**src/rtl/qspi_arbiter_if.sv**
```systemverilog
// qspi_arbiter_if
// Request bus between the arbiter and the QSPI memory controller.
// Parameter:
//   CHIP_SELECTS  number of chip-select lines
// Signals:
//   valid     request strobe toward the controller
//   addr      24-bit QSPI byte address
//   wdata     write data
//   wstrb     byte write strobes (0 = read)
//   xfer_len  burst length minus one, in words
//   ce        chip selects
//   ready     controller word-done strobe
//   rdata     controller read data
// Modports: master (arbiter side), slave (controller side).
interface qspi_arbiter_if #(
  parameter int unsigned CHIP_SELECTS = 2
) ();
  logic                    valid;
  logic [23:0]             addr;
  logic [15:0]             wdata;
  logic [1:0]              wstrb;
  logic [3:0]              xfer_len;
  logic [CHIP_SELECTS-1:0] ce;
  logic                    ready;
  logic [15:0]             rdata;

  modport master (
    output valid, addr, wdata, wstrb, xfer_len, ce,
    input  ready, rdata
  );

  modport slave (
    input  valid, addr, wdata, wstrb, xfer_len, ce,
    output ready, rdata
  );
endinterface

```
**src/rtl/qspi_arbiter.sv**
```systemverilog
// qspi_arbiter
// Shares one QSPI controller between the debug port, the LISA1 fetch port and the
// LISA2 data port. One requester owns the controller for a whole burst; LISA
// addresses are relocated by their base, and ready/rdata are routed back.
// Ports:
//   clk, rst_n              clock, synchronous active-low reset
//   i_dbg_*  / o_dbg_ready  debug request (24-bit address, passed unmodified)
//   i_l1_*   / o_l1_ready   LISA1 read-only fetch request + base/chip select
//   i_l2_*   / o_l2_ready   LISA2 request + base/chip select
//   o_rdata                 controller read data broadcast
//   o_busy                  high while a burst is granted
//   qspi                    controller-side request bus (master modport)
module qspi_arbiter #(
  parameter int unsigned CHIP_SELECTS = 2
) (
  input  logic                    clk,
  input  logic                    rst_n,
  input  logic                    i_dbg_valid,
  input  logic [23:0]             i_dbg_addr,
  input  logic [15:0]             i_dbg_wdata,
  input  logic [1:0]              i_dbg_wstrb,
  input  logic [3:0]              i_dbg_xfer_len,
  input  logic [CHIP_SELECTS-1:0] i_dbg_ce,
  output logic                    o_dbg_ready,
  input  logic                    i_l1_valid,
  input  logic [15:0]             i_l1_addr,
  input  logic [3:0]              i_l1_xfer_len,
  output logic                    o_l1_ready,
  input  logic [15:0]             i_l1_base_addr,
  input  logic [CHIP_SELECTS-1:0] i_l1_ce,
  input  logic                    i_l2_valid,
  input  logic [15:0]             i_l2_addr,
  input  logic [15:0]             i_l2_wdata,
  input  logic [1:0]              i_l2_wstrb,
  input  logic [3:0]              i_l2_xfer_len,
  output logic                    o_l2_ready,
  input  logic [15:0]             i_l2_base_addr,
  input  logic [CHIP_SELECTS-1:0] i_l2_ce,
  output logic [15:0]             o_rdata,
  output logic                    o_busy,
  qspi_arbiter_if.master          qspi
);

  typedef enum logic [1:0] {StIdle, StBusy, StGap} state_e;
  typedef enum logic [1:0] {GntNone, GntDbg, GntL1, GntL2} gnt_e;

  state_e     r_state;
  gnt_e       r_gnt;
  logic [3:0] r_count;
  logic       r_last_l2;  // 1: LISA2 was the last LISA port granted

  gnt_e                    w_gnt_next;
  logic                    w_in_busy;
  logic                    w_sel_valid;
  logic [23:0]             w_sel_addr;
  logic [15:0]             w_sel_wdata;
  logic [1:0]              w_sel_wstrb;
  logic [3:0]              w_sel_len;
  logic [CHIP_SELECTS-1:0] w_sel_ce;
  logic [23:0]             w_l1_addr;
  logic [23:0]             w_l2_addr;
  logic                    w_fire;

  // 24-bit relocation; carry out of bit 23 wraps.
  assign w_l1_addr = {i_l1_base_addr, 8'h00} + {8'h00, i_l1_addr};
  assign w_l2_addr = {i_l2_base_addr, 8'h00} + {8'h00, i_l2_addr};

  // Debug always wins; LISA ties go to the port not granted last.
  always_comb begin
    w_gnt_next = GntNone;
    if (i_dbg_valid) begin
      w_gnt_next = GntDbg;
    end else if (i_l1_valid && i_l2_valid) begin
      w_gnt_next = r_last_l2 ? GntL1 : GntL2;
    end else if (i_l1_valid) begin
      w_gnt_next = GntL1;
    end else if (i_l2_valid) begin
      w_gnt_next = GntL2;
    end
  end

  always_comb begin
    w_sel_valid = 1'b0;
    w_sel_addr  = '0;
    w_sel_wdata = '0;
    w_sel_wstrb = '0;
    w_sel_len   = '0;
    w_sel_ce    = '0;
    case (r_gnt)
      GntDbg: begin
        w_sel_valid = i_dbg_valid;
        w_sel_addr  = i_dbg_addr;
        w_sel_wdata = i_dbg_wdata;
        w_sel_wstrb = i_dbg_wstrb;
        w_sel_len   = i_dbg_xfer_len;
        w_sel_ce    = i_dbg_ce;
      end
      GntL1: begin
        w_sel_valid = i_l1_valid;
        w_sel_addr  = w_l1_addr;
        w_sel_len   = i_l1_xfer_len;
        w_sel_ce    = i_l1_ce;
      end
      GntL2: begin
        w_sel_valid = i_l2_valid;
        w_sel_addr  = w_l2_addr;
        w_sel_wdata = i_l2_wdata;
        w_sel_wstrb = i_l2_wstrb;
        w_sel_len   = i_l2_xfer_len;
        w_sel_ce    = i_l2_ce;
      end
      default: ;
    endcase
  end

  assign w_in_busy     = (r_state == StBusy);
  assign qspi.valid    = w_in_busy && w_sel_valid;
  assign qspi.addr     = w_in_busy ? w_sel_addr  : '0;
  assign qspi.wdata    = w_in_busy ? w_sel_wdata : '0;
  assign qspi.wstrb    = w_in_busy ? w_sel_wstrb : '0;
  assign qspi.xfer_len = w_in_busy ? w_sel_len   : '0;
  assign qspi.ce       = w_in_busy ? w_sel_ce    : '0;

  // A ready only counts while the granted request is live, so an abort issues none.
  assign w_fire      = qspi.valid && qspi.ready;
  assign o_dbg_ready = w_fire && (r_gnt == GntDbg);
  assign o_l1_ready  = w_fire && (r_gnt == GntL1);
  assign o_l2_ready  = w_fire && (r_gnt == GntL2);
  assign o_rdata     = qspi.rdata;
  assign o_busy      = w_in_busy;

  always_ff @(posedge clk) begin
    if (!rst_n) begin
      r_state   <= StIdle;
      r_gnt     <= GntNone;
      r_count   <= 4'd0;
      r_last_l2 <= 1'b1;
    end else begin
      case (r_state)
        StIdle: begin
          if (w_gnt_next != GntNone) begin
            r_gnt   <= w_gnt_next;
            r_count <= 4'd0;
            r_state <= StBusy;
            if (w_gnt_next == GntL1) r_last_l2 <= 1'b0;
            if (w_gnt_next == GntL2) r_last_l2 <= 1'b1;
          end
        end
        StBusy: begin
          if (!w_sel_valid) begin
            r_state <= StGap;
          end else if (qspi.ready) begin
            r_count <= r_count + 4'd1;
            if (r_count == w_sel_len) r_state <= StGap;
          end
        end
        StGap: begin
          r_state <= StIdle;
          r_gnt   <= GntNone;
        end
        default: begin
          r_state <= StIdle;
          r_gnt   <= GntNone;
        end
      endcase
    end
  end

endmodule

```
**src/flat_wrapper.sv**
```systemverilog
// flat-port wrapper written by rule: the top's interface ports become plain ports
module qspi_arbiter_flat 
#(
  parameter int unsigned CHIP_SELECTS = 2
)
  (clk, rst_n, i_dbg_valid, i_dbg_addr, i_dbg_wdata, i_dbg_wstrb, i_dbg_xfer_len, i_dbg_ce, o_dbg_ready, i_l1_valid, i_l1_addr, i_l1_xfer_len, o_l1_ready, i_l1_base_addr, i_l1_ce, i_l2_valid, i_l2_addr, i_l2_wdata, i_l2_wstrb, i_l2_xfer_len, o_l2_ready, i_l2_base_addr, i_l2_ce, o_rdata, o_busy, qspi_valid, qspi_addr, qspi_wdata, qspi_wstrb, qspi_xfer_len, qspi_ce, qspi_ready, qspi_rdata);
  qspi_arbiter_if #(.CHIP_SELECTS(CHIP_SELECTS)) qspi_i ();
  input  logic clk;
  input  logic rst_n;
  input  logic i_dbg_valid;
  input  logic [23:0] i_dbg_addr;
  input  logic [15:0] i_dbg_wdata;
  input  logic [1:0] i_dbg_wstrb;
  input  logic [3:0] i_dbg_xfer_len;
  input  logic [CHIP_SELECTS-1:0] i_dbg_ce;
  output logic o_dbg_ready;
  input  logic i_l1_valid;
  input  logic [15:0] i_l1_addr;
  input  logic [3:0] i_l1_xfer_len;
  output logic o_l1_ready;
  input  logic [15:0] i_l1_base_addr;
  input  logic [CHIP_SELECTS-1:0] i_l1_ce;
  input  logic i_l2_valid;
  input  logic [15:0] i_l2_addr;
  input  logic [15:0] i_l2_wdata;
  input  logic [1:0] i_l2_wstrb;
  input  logic [3:0] i_l2_xfer_len;
  output logic o_l2_ready;
  input  logic [15:0] i_l2_base_addr;
  input  logic [CHIP_SELECTS-1:0] i_l2_ce;
  output logic [15:0] o_rdata;
  output logic o_busy;
  output wire logic [$bits(qspi_i.valid)-1:0] qspi_valid;
  output wire logic [$bits(qspi_i.addr)-1:0] qspi_addr;
  output wire logic [$bits(qspi_i.wdata)-1:0] qspi_wdata;
  output wire logic [$bits(qspi_i.wstrb)-1:0] qspi_wstrb;
  output wire logic [$bits(qspi_i.xfer_len)-1:0] qspi_xfer_len;
  output wire logic [$bits(qspi_i.ce)-1:0] qspi_ce;
  input wire logic [$bits(qspi_i.ready)-1:0] qspi_ready;
  input wire logic [$bits(qspi_i.rdata)-1:0] qspi_rdata;
  assign qspi_valid = qspi_i.valid;
  assign qspi_addr = qspi_i.addr;
  assign qspi_wdata = qspi_i.wdata;
  assign qspi_wstrb = qspi_i.wstrb;
  assign qspi_xfer_len = qspi_i.xfer_len;
  assign qspi_ce = qspi_i.ce;
  assign qspi_i.ready = qspi_ready;
  assign qspi_i.rdata = qspi_rdata;
  qspi_arbiter #(.CHIP_SELECTS(CHIP_SELECTS)) u_core (.clk(clk), .rst_n(rst_n), .i_dbg_valid(i_dbg_valid), .i_dbg_addr(i_dbg_addr), .i_dbg_wdata(i_dbg_wdata), .i_dbg_wstrb(i_dbg_wstrb), .i_dbg_xfer_len(i_dbg_xfer_len), .i_dbg_ce(i_dbg_ce), .o_dbg_ready(o_dbg_ready), .i_l1_valid(i_l1_valid), .i_l1_addr(i_l1_addr), .i_l1_xfer_len(i_l1_xfer_len), .o_l1_ready(o_l1_ready), .i_l1_base_addr(i_l1_base_addr), .i_l1_ce(i_l1_ce), .i_l2_valid(i_l2_valid), .i_l2_addr(i_l2_addr), .i_l2_wdata(i_l2_wdata), .i_l2_wstrb(i_l2_wstrb), .i_l2_xfer_len(i_l2_xfer_len), .o_l2_ready(o_l2_ready), .i_l2_base_addr(i_l2_base_addr), .i_l2_ce(i_l2_ce), .o_rdata(o_rdata), .o_busy(o_busy), .qspi(qspi_i));
endmodule
```
**config.mk**
```make
export PLATFORM = sky130hd
export DESIGN_NAME = qspi_arbiter_flat
export DESIGN_NICKNAME = d
export VERILOG_FILES = /design/src/rtl/qspi_arbiter_if.sv /design/src/rtl/qspi_arbiter.sv /design/src/flat_wrapper.sv
export SDC_FILE = /design/constraint.sdc
export NUM_CORES = 1
export LEC_CHECK = 0
export ABC_AREA = 1
export CAP_MARGIN = 20
export CORE_AREA = 3 3 89 91
export CTS_CLUSTER_DIAMETER = 30
export DETAILED_ROUTE_END_ITERATION = 8
export DIE_AREA = 0 0 92 94
export DONT_BUFFER_PORTS = 1
export PLACE_DENSITY = 0.64
export SYNTH_ARGS = -nofsm -noshare
export SYNTH_HDL_FRONTEND = slang
export SYNTH_SLANG_ARGS = --single-unit
```
**constraint.sdc**
```tcl
create_clock -name clk -period 3.5 [get_ports clk]
set_input_delay 0.525 -clock clk [delete_from_list [all_inputs] [get_ports clk]]
set_output_delay 0.525 -clock clk [all_outputs]
set_load 0.05 [all_outputs]
```
==> run metrics <==
I/O Pins=approximately 230; FF+latch count, synth=9; Die Y=about 94 um; die area=0.00865 mm^2; Total Power=just under 800 uW; critical path class=flop to output pin; post-synth top area cell=nand2_1; largest net degree at the start of global routing=34; Skew-Pair Late Insertion Delay=~0.24 ns; area delta synth->final=5.59%; drt wl/cell=approximately 14 um; unrepaired setup endpoints after global routing=false; critical-path maximum fanout=25; Arr. time, crit path=~2.5 ns; WL final=slightly below 10000 um; clk_skew=just under 0.003 ns; Netlist cell types=33; part of the cycle the worst path needs=0.851; Achievable Freq=around 340 MHz; # nets final=between 700 and 800; Clock Pin Slew Worst Setup and Hold Paths=~0.050 ns; Initial Utilization=0.416; Clock Tree Buf Depth=2; post-synthesis sequential area ratio=0.0601; ANT nets after route=0; minimum clock period=between 2 and 3 ns; Area contributors post-synth=nand2_1, nand3_1, inv_1; CTS buffer count=3; pins over their slew limit=0; outcome=finished, final reports clean; FP Rows=31; clk sink count=9; fraction of layout cells with a size suffix above 1=0.0721; Power Density=roughly 250 mW/mm^2; Slew headroom=0.586; postcts setup bufs=0; Leak Pwr=about 1.8 nW; via count=3698; drt drc=0; Worst setup EP type=output pin; Setup crit start kind=flop; Synth Cell Area=between 0.002 and 0.003 mm^2; Async S/R FF share, synth=0; clk root buf=clkbuf_8; vias in the first global route=approximately 3200; commonest cells after routing, fill and taps aside=nand2_1, inv_1, nand3_1; required time of the critical path=roughly 3.0 ns; post-CTS sizing=0; initial antenna violation count=0; Setup WS pre-CTS=~0.74 ns; Hold Path Class=input pin to flop; Avg Cell Area, Syn=a little under 5 um^2; GR Overflow Total=0; Hold Vio Cnt, Final=0; routability cong.=0.889; worst slew pin tran=between 0.6 and 0.7 ns; first-pass GRT wire length=about 15000 um; ant diodes=0; yosys warns=0; CTS Hold Bufs=0; CTS tree=done; worst vdd ir=0.212 mV; max-cap viol count=0; GRT Util Overall=0.212; Core Box Area=roughly 0.0072 mm^2; Setup TNS=0 ns; CTS HTree Levels=1; worst setup margin=0.521 ns; commonest non-fill, non-tap cell in the layout=nand2_1; post-synth top area share=0.314; Final Setup Violations=0; Mapped Cells=between 600 and 700; syn nets=795; HPWL Detailed=between 8000 and 9000 um; ys flop type=dfxtp_1; Pre-Repair DR Iteration Count=5; vias per cell=between 5 and 6; fin util=0.439; Post-synth EDFFs=0; die width=a little over 90 um; port buffer count=0; DR iter-0 viols=between 100 and 150
==> critical path: stages, from the launching register on <==
cell and delay, ns:
dfxtp_1 0.47, inv_2 0.09, nor2_4 0.49, inv_1 0.34, a21oi_1 0.19, o21ai_0 0.12, nand3_1 0.10, nand2_1 0.05
inv_1 0.35
==> registers in the layout (all words and copies together) (netlist names) <==
name / cells
u_core.r_last_l2: 1
u_core.r_gnt: 2
u_core.r_state: 2
u_core.r_count: 4
==> per-layer routing <==
metal | vias to the layer above | GRT usage | routed length, um
met4 | 0 | 0.0359 | 65
met5 | - | 0 | 0
li1 | 1890 | - | -
met1 | 1609 | 0.265 | 4080
met2 | 190 | 0.387 | 4770
met3 | 9 | 0.0369 | 917
==> cell families after synthesis <==
kind of cell	synth area share
compound gates	0.106
xor+xnor	0.00584
buf+inv	0.190
fa+ha+maj	0.0843
flops	0.0601
simple gates	0.554
==> final cells by class <==
type	instances	area (um^2)
Clock buffer	4	45.0
Timing Repair Buffer	25	188
Sequential cell	9	180
Tap cell	99	124
Multi-Input combinational cell	472	2250
Inverter	100	375
Fill cell	819	4050
==> power breakdown <==
part | switching (mW) | internal [mW] | leakage (nW)
logic | 0.390 | 0.141 | 1.74
registers | 0.0126 | 0.114 | 0.0740
clock network | 0.0467 | 0.0799 | 0.0228
total | 0.450 | 0.335 | 1.83
==> stage by stage <==
step | hold WS [ns] | cells | cell area (um^2)
floorplan | 0.414 | 612 | 3000
global placement | 0.429 | 705 | 3120
detailed placement | 0.433 | 705 | 3120
CTS | 0.432 | 709 | 3170
global route | 0.441 | 709 | 3170
finish | 0.429 | 709 | 3170
==> worst paths after layout <==
kind / start / end / slack, ns / cells after the start
setup / recovery: u_core.r_gnt[1] / qspi_addr[14] / 0.52 / 8
hold / removal: rst_n / u_core.r_count[1] / 0.43 / 2
setup reg to reg: u_core.r_gnt[1] / u_core.r_state[1] / 1.53 / 10
hold reg to reg: u_core.r_last_l2 / u_core.r_last_l2 / 0.44 / 2
==> cell usage after synthesis (3+ instances only) <==
master / number
ha_1: 17
nand3_1: 74
dfxtp_1: 9
nor2_1: 31
nand4_1: 6
o21ai_0: 16
nor3_1: 7
nand2_1: 251
a21oi_1: 35
clkbuf_1: 8
nand3b_1: 6
buf_2: 5
inv_1: 96
buf_4: 17
inv_2: 3
nand2_2: 3
or2_2: 5
No activity file was read; power rests on OpenSTA's default activity.
